[src/rtl/alu_pkg.sv]
// Shared ALU definitions: operation encodings, RV32I opcodes and funct7 values.
// Imported by both the ALU and the decode stage so the two cannot drift apart.
package alu_pkg;

  typedef enum logic [3:0] {
    ALU_ADD     = 4'b0000,
    ALU_SUB     = 4'b0001,
    ALU_SLL     = 4'b0010,
    ALU_SLT     = 4'b0011,
    ALU_SLTU    = 4'b0100,
    ALU_XOR     = 4'b0101,
    ALU_SRL     = 4'b0110,
    ALU_SRA     = 4'b0111,
    ALU_OR      = 4'b1000,
    ALU_AND     = 4'b1001,
    ALU_INVALID = 4'b1111
  } alu_op_e;

  localparam logic [6:0] OPC_OP     = 7'b0110011;
  localparam logic [6:0] OPC_OP_IMM = 7'b0010011;
  localparam logic [6:0] OPC_LUI    = 7'b0110111;
  localparam logic [6:0] OPC_AUIPC  = 7'b0010111;

  localparam logic [6:0] F7_BASE = 7'b0000000;
  localparam logic [6:0] F7_ALT  = 7'b0100000;

  // Operation for the funct7=0000000 flavour of funct3; OP and OP-IMM share it.
  function automatic alu_op_e base_ctrl(input logic [2:0] funct3);
    alu_op_e op;
    case (funct3)
      3'b000:  op = ALU_ADD;
      3'b001:  op = ALU_SLL;
      3'b010:  op = ALU_SLT;
      3'b011:  op = ALU_SLTU;
      3'b100:  op = ALU_XOR;
      3'b101:  op = ALU_SRL;
      3'b110:  op = ALU_OR;
      default: op = ALU_AND;
    endcase
    return op;
  endfunction

endpackage

[src/rtl/imm_gen.sv]
// Combinational immediate extraction for the I- and U-type formats.
// Only instr[31:12] is needed; the port keeps the instruction's own bit numbering.
module imm_gen #(
  parameter int XLEN = 32
) (
  input  logic [31:12]     instr_hi,
  output logic [XLEN-1:0]  imm_i,
  output logic [XLEN-1:0]  imm_u,
  output logic [XLEN-1:0]  imm_sh
);

  assign imm_i  = XLEN'($signed(instr_hi[31:20]));
  assign imm_u  = XLEN'($signed({instr_hi[31:12], 12'b0}));
  assign imm_sh = XLEN'(instr_hi[24:20]);

endmodule

[src/rtl/alu_op_decoder.sv]
// RV32I OP/OP-IMM/LUI/AUIPC decode and issue register toward the ALU, valid/ready on both sides.
// Define ALU_DEC_SKID_EN for a 2-entry skid buffer with registered in_ready.
module alu_op_decoder
  import alu_pkg::*;
#(
  parameter int XLEN   = 32,
  parameter int CTRL_W = 4
) (
  input  logic              clk,
  input  logic              rst,
  input  logic              flush,
  input  logic              in_valid,
  output logic              in_ready,
  input  logic [31:0]       instr,
  input  logic [XLEN-1:0]   pc,
  input  logic [XLEN-1:0]   rs1_data,
  input  logic [XLEN-1:0]   rs2_data,
  output logic              out_valid,
  input  logic              out_ready,
  output logic [XLEN-1:0]   op_a,
  output logic [XLEN-1:0]   op_b,
  output logic [CTRL_W-1:0] alu_ctrl,
  output logic [4:0]        rd,
  output logic              reg_write,
  output logic              illegal
);

  logic [6:0] opcode;
  logic [2:0] funct3;
  logic [6:0] funct7;
  logic [4:0] dec_rd;

  assign opcode = instr[6:0];
  assign funct3 = instr[14:12];
  assign funct7 = instr[31:25];
  assign dec_rd = instr[11:7];

  logic [XLEN-1:0] imm_i, imm_u, imm_sh;

  imm_gen #(.XLEN(XLEN)) u_imm_gen (
    .instr_hi (instr[31:12]),
    .imm_i    (imm_i),
    .imm_u    (imm_u),
    .imm_sh   (imm_sh)
  );

  logic [XLEN-1:0]   dec_a, dec_b;
  logic [CTRL_W-1:0] dec_ctrl;
  logic              dec_illegal;
  logic              dec_we;

  always_comb begin
    dec_illegal = 1'b1;
    dec_ctrl    = CTRL_W'(ALU_INVALID);
    dec_a       = '0;
    dec_b       = '0;
    case (opcode)
      OPC_OP_IMM: begin
        dec_illegal = 1'b0;
        dec_ctrl    = CTRL_W'(base_ctrl(funct3));
        dec_a       = rs1_data;
        dec_b       = imm_i;
        // Shift immediates carry funct7 in imm[11:5]; only shamt reaches the ALU.
        if (funct3 == 3'b001) begin
          dec_b       = imm_sh;
          dec_illegal = (funct7 != F7_BASE);
        end else if (funct3 == 3'b101) begin
          dec_b = imm_sh;
          if (funct7 == F7_ALT) begin
            dec_ctrl = CTRL_W'(ALU_SRA);
          end else if (funct7 != F7_BASE) begin
            dec_illegal = 1'b1;
          end
        end
      end
      OPC_OP: begin
        dec_a = rs1_data;
        dec_b = rs2_data;
        if (funct7 == F7_BASE) begin
          dec_illegal = 1'b0;
          dec_ctrl    = CTRL_W'(base_ctrl(funct3));
        end else if (funct7 == F7_ALT && funct3 == 3'b000) begin
          dec_illegal = 1'b0;
          dec_ctrl    = CTRL_W'(ALU_SUB);
        end else if (funct7 == F7_ALT && funct3 == 3'b101) begin
          dec_illegal = 1'b0;
          dec_ctrl    = CTRL_W'(ALU_SRA);
        end
      end
      OPC_LUI: begin
        dec_illegal = 1'b0;
        dec_ctrl    = CTRL_W'(ALU_ADD);
        dec_b       = imm_u;
      end
      OPC_AUIPC: begin
        dec_illegal = 1'b0;
        dec_ctrl    = CTRL_W'(ALU_ADD);
        dec_a       = pc;
        dec_b       = imm_u;
      end
      default: ;
    endcase
    if (dec_illegal) begin
      dec_ctrl = CTRL_W'(ALU_INVALID);
      dec_a    = '0;
      dec_b    = '0;
    end
    dec_we = !dec_illegal && (dec_rd != 5'd0);
  end

  logic capture;
  logic main_load;
  logic ld_valid;
  logic [XLEN-1:0]   ld_a, ld_b;
  logic [CTRL_W-1:0] ld_ctrl;
  logic [4:0]        ld_rd;
  logic              ld_we, ld_illegal;

  assign capture   = in_valid && in_ready;
  assign main_load = !out_valid || out_ready;

`ifdef ALU_DEC_SKID_EN
  logic              skid_valid;
  logic [XLEN-1:0]   skid_a, skid_b;
  logic [CTRL_W-1:0] skid_ctrl;
  logic [4:0]        skid_rd;
  logic              skid_we, skid_illegal;

  // Accept whenever the skid slot is free, regardless of this cycle's out_ready.
  assign in_ready = !skid_valid && !flush;

  assign ld_valid   = skid_valid || capture;
  assign ld_a       = skid_valid ? skid_a       : dec_a;
  assign ld_b       = skid_valid ? skid_b       : dec_b;
  assign ld_ctrl    = skid_valid ? skid_ctrl    : dec_ctrl;
  assign ld_rd      = skid_valid ? skid_rd      : dec_rd;
  assign ld_we      = skid_valid ? skid_we      : dec_we;
  assign ld_illegal = skid_valid ? skid_illegal : dec_illegal;

  always_ff @(posedge clk) begin
    if (rst || flush) begin
      skid_valid <= 1'b0;
    end else if (main_load) begin
      skid_valid <= 1'b0;
    end else if (capture) begin
      skid_valid   <= 1'b1;
      skid_a       <= dec_a;
      skid_b       <= dec_b;
      skid_ctrl    <= dec_ctrl;
      skid_rd      <= dec_rd;
      skid_we      <= dec_we;
      skid_illegal <= dec_illegal;
    end
  end
`else
  assign in_ready = !flush && (!out_valid || out_ready);

  assign ld_valid   = capture;
  assign ld_a       = dec_a;
  assign ld_b       = dec_b;
  assign ld_ctrl    = dec_ctrl;
  assign ld_rd      = dec_rd;
  assign ld_we      = dec_we;
  assign ld_illegal = dec_illegal;
`endif

  always_ff @(posedge clk) begin
    if (rst) begin
      out_valid <= 1'b0;
      op_a      <= '0;
      op_b      <= '0;
      alu_ctrl  <= CTRL_W'(ALU_INVALID);
      rd        <= 5'd0;
      reg_write <= 1'b0;
      illegal   <= 1'b0;
    end else if (flush) begin
      out_valid <= 1'b0;
    end else if (main_load) begin
      out_valid <= ld_valid;
      if (ld_valid) begin
        op_a      <= ld_a;
        op_b      <= ld_b;
        alu_ctrl  <= ld_ctrl;
        rd        <= ld_rd;
        reg_write <= ld_we;
        illegal   <= ld_illegal;
      end
    end
  end

endmodule

[config.mk]
export PLATFORM = sky130hd
export DESIGN_NAME = alu_op_decoder
export DESIGN_NICKNAME = d
export VERILOG_FILES = /design/src/rtl/alu_pkg.sv /design/src/rtl/imm_gen.sv /design/src/rtl/alu_op_decoder.sv
export SDC_FILE = /design/constraint.sdc
export NUM_CORES = 1
export LEC_CHECK = 0
export CAP_MARGIN = 15
export CORE_MARGIN = 2
export CORE_UTILIZATION = 35
export CTS_CLUSTER_DIAMETER = 60
export CTS_CLUSTER_SIZE = 20
export DETAILED_ROUTE_END_ITERATION = 8
export PLACE_DENSITY_LB_ADDON = 0.2
export SYNTH_ARGS = -nofsm -noshare
export SYNTH_HDL_FRONTEND = slang
export SYNTH_HIERARCHICAL = 1
export SYNTH_SLANG_ARGS = --single-unit
export TNS_END_PERCENT = 100
[constraint.sdc]
create_clock -name clk -period 2 [get_ports clk]
set_input_delay 0.4 -clock clk [delete_from_list [all_inputs] [get_ports clk]]
set_output_delay 0.4 -clock clk [all_outputs]
set_load 0.1 [all_outputs]
==> flow_metrics.env <==
export IMPL_outcome="finished clean"
export IMPL_register_area_um2=1530
export IMPL_postPlaceCellArea_um2=6410
export IMPL_final_cell_mix="nand2_1 (181), clkdlybuf4s50_1 (122), buf_4 (109), dfxtp_1 (75), o21ai_2 (50)"
export IMPL_cp_slowest_cell="or4_4"
export IMPL_grtUsageMet1_pct=23.4
export IMPL_htree_levels=3
export IMPL_cts_tree="yes"
export IMPL_clock_latency_ns=0.34
export IMPL_via_count=4587
export IMPL_multi_input_area_um2=2450
export IMPL_netSwitchingFraction_pct=27.5
export IMPL_portBuffers=209
export IMPL_die_area_um2=14400
export IMPL_worst_setup_path_end_kind="flop"
export IMPL_postRouteAntennaNets=0
export IMPL_chipHeight_um=120
export IMPL_overflow=0
export IMPL_drv_cap=0
export IMPL_ys_ff_latch=76
export IMPL_clock_path_buffers=2
export IMPL_syn_area_um2=4720
export IMPL_skew_ns=0.00622
export IMPL_diodes=0
export IMPL_worst_path_max_fanout=6
export IMPL_nets=910
export IMPL_layout_min_cycle_time_ns=1.95
export IMPL_gp_congestion=0.866
export IMPL_synth_edff_count=0
export IMPL_worstMarginPinSlew_ns=0.811
export IMPL_clkPwrFrac_pct=40.3
export IMPL_ir_drop_mv=0.318
export IMPL_arrival_ns=2.21
export IMPL_mostFrequentLayoutCell="nand2_1"
export IMPL_use_met2_pct=35.6
export IMPL_min_to="op_b[12]"
export IMPL_gr_usage_all_layers_pct=20.1
export IMPL_whs_ns=0.450
export IMPL_cp_depth=8
export IMPL_path_cells="buf_2, or4_4, nor4_4, o311ai_2, or3_4, buf_4, buf_12, o21ai_0"
export IMPL_r2r_start="out_valid"
export IMPL_fillers=1271
export IMPL_place_hpwl_um=10800
export IMPL_synth_cell_type_count=36
export IMPL_drv_slew=0
export IMPL_crit_required_ns=2.26
export IMPL_grt_max_degree=37
export IMPL_p_leak_nw=2.95
export IMPL_area_growth_pct=45.8
export IMPL_die_width_um=120
export IMPL_max_stage_delay_ns=0.55
export IMPL_fin_area_um2=6890
export IMPL_grt_use_met3_pct=5.19
export IMPL_crit_buf_inv=3
export IMPL_cts_root_buf="clkbuf_16"
export IMPL_antenna_found_initial=0
export IMPL_max_slew_margin_rel_pct=45.8
export IMPL_ys_seq_area_share_pct=32.2
export IMPL_wirelength_um=14900
export IMPL_startpoint_type="primary input"
export IMPL_internal_power_mw=2.90
export IMPL_switching_power_mw=1.10
export IMPL_rrSetupSlack_ns=0.37
export IMPL_reg2reg_to="op_b[18]"
export IMPL_crit_family="simple AND/OR/NAND/NOR gates"
export IMPL_drive_gt1_share_pct=26.5
export IMPL_avgSynthCellArea_um2=7.68
export IMPL_cts_hold_buf=0
export IMPL_numCtsBuffers=9
export IMPL_finalSetupViolations=0
export IMPL_top_usage_layer="met2"
export IMPL_grt_pass1_vias=4483
export IMPL_fmax_mhz=513
export IMPL_drc=0
export IMPL_ys_flop_type="dfxtp_1"
export IMPL_postSynthCellCount=615
export IMPL_dr_first_iter_drc_count=328
export IMPL_ys_async_sr_fraction_pct=0
export IMPL_vias_per_cell=4.79
export IMPL_io_pins=210
export IMPL_clk_pin_slew_ns=0.06
export IMPL_min_period_over_period_pct=97.6
export IMPL_wire_per_inst_um=15.5
export IMPL_reg2reg_depth=7
export IMPL_comb_power_share_pct=21.3
export IMPL_hp_class="reg -> reg"
export IMPL_min_from="op_b[12]"
export IMPL_seqPwrFrac_pct=38.4
export IMPL_min_delay_path_depth=2
export IMPL_grt_pass1_wl_um=22900
export IMPL_powerDensity_nw_per_um2=581
export IMPL_rows=42
export IMPL_crit_type="in -> reg"
export IMPL_clock_sinks=76
export IMPL_core_area_um2=13200
export IMPL_hold_viol=0
export IMPL_drtPass1Iterations=6
export IMPL_yosys_warnings=6
export IMPL_floorplan_initialDensity_pct=35.8
cell usage after synthesis (3+ instances only):
| library cell | instances | share of area, % |
|---|---|---|
| nand2_1 | 181 | 14 |
| buf_4 | 96 | 15 |
| dfxtp_1 | 76 | 32 |
| o21ai_2 | 50 | 9.3 |
| a21oi_1 | 40 | 4.2 |
| clkbuf_1 | 39 | 3.1 |
| nor2b_1 | 36 | 4.8 |
| a222oi_1 | 32 | 6.8 |
| o21ai_0 | 18 | 1.9 |
| nor2_1 | 9 | 0.71 |
| buf_12 | 5 | 2.1 |
| nor3_1 | 3 | 0.32 |
| o211ai_1 | 3 | 0.48 |
state kept, by name, summed over array words and instances, names as in the netlist:
name,flops
rd,5
alu_ctrl,4
op_b,32
out_valid,1
op_a,32
illegal,1
reg_write,1
kinds of logic (layout without fill, tap and decap cells):
family | after synthesis | after routing | share of synthesized area [%]
AO/OA/AOI/OAI | 149 | 149 | 23.7
flip-flops | 76 | 76 | 32.2
other | 1 | 39 | 0.0794
XOR/XNOR | 2 | 2 | 0.371
AND/OR/NAND/NOR | 244 | 244 | 22.7
buffers and inverters | 142 | 271 | 20.8
multiplexers | 1 | 1 | 0.212
routing by layer:
metal | vias to the layer above | routed length, um
met5 | - | 0
met4 | 0 | 253
met3 | 18 | 1200
met2 | 190 | 7380
met1 | 2093 | 6040
li1 | 2286 | -
worst max-delay path by stage:
stage	startpoint	endpoint	slack, ns
final	instr[27]	op_b[18]	0.05
after global routing	instr[27]	op_b[19]	-0.02
after CTS	instr[27]	op_b[17]	0.005
after detailed placement	instr[25]	op_b[24]	-0.66
after global placement	instr[26]	op_b[19]	-0.60
after floorplan	out_valid	op_b[0]	-0.11
stage by stage:
| step | instances | setup TNS, ns | power, mW | setup WS (ns) | utilization [%] |
|---|---|---|---|---|---|
| floorplan | 653 | -5.51 | 2.12 | -0.109 | - |
| global placement | 932 | -38.24 | 2.41 | -0.603 | 48.6 |
| detailed placement | 932 | -40.56 | 2.42 | -0.661 | 48.6 |
| CTS | 958 | 0 | 4.03 | 0.00483 | 52.0 |
| global route | 958 | -0.121 | 4.17 | -0.0176 | 52.2 |
| finish | 958 | 0 | 4.00 | 0.0488 | 52.2 |
worst min-delay path, stage by stage, from the launching register on:
cell and delay [ns]:
dfxtp_1 0.31, nand2_1 0.05, o21ai_1 0.05
power by group through the flow:
stage | clock network (mW) | registers [mW] | logic (mW)
after floorplan | 0 | 1.67 | 0.446
after global placement | 0 | 1.57 | 0.840
after detailed placement | 0 | 1.57 | 0.849
after CTS | 1.65 | 1.54 | 0.851
after global routing | 1.72 | 1.54 | 0.918
final | 1.61 | 1.54 | 0.854
cell type report:
type | instances | area share [%]
Multi-Input combinational cell | 435 | 35.5
Inverter | 1 | 0.0545
Timing Repair Buffer | 254 | 34.8
Sequential cell | 76 | 22.1
Clock inverter | 6 | 0.926
Clock buffer | 10 | 3.32
Tap cell | 176 | 3.20
repair_timing:
action                                  CTS  global route
gates resized for setup                  25            14
cloned                                    4             0
endpoints found under the setup margin   69            60
hold endpoints to repair                  0             0
setup buffers                             6             0
pin swaps                                 4             1
Note: power is estimated with default switching activity, not from simulation.
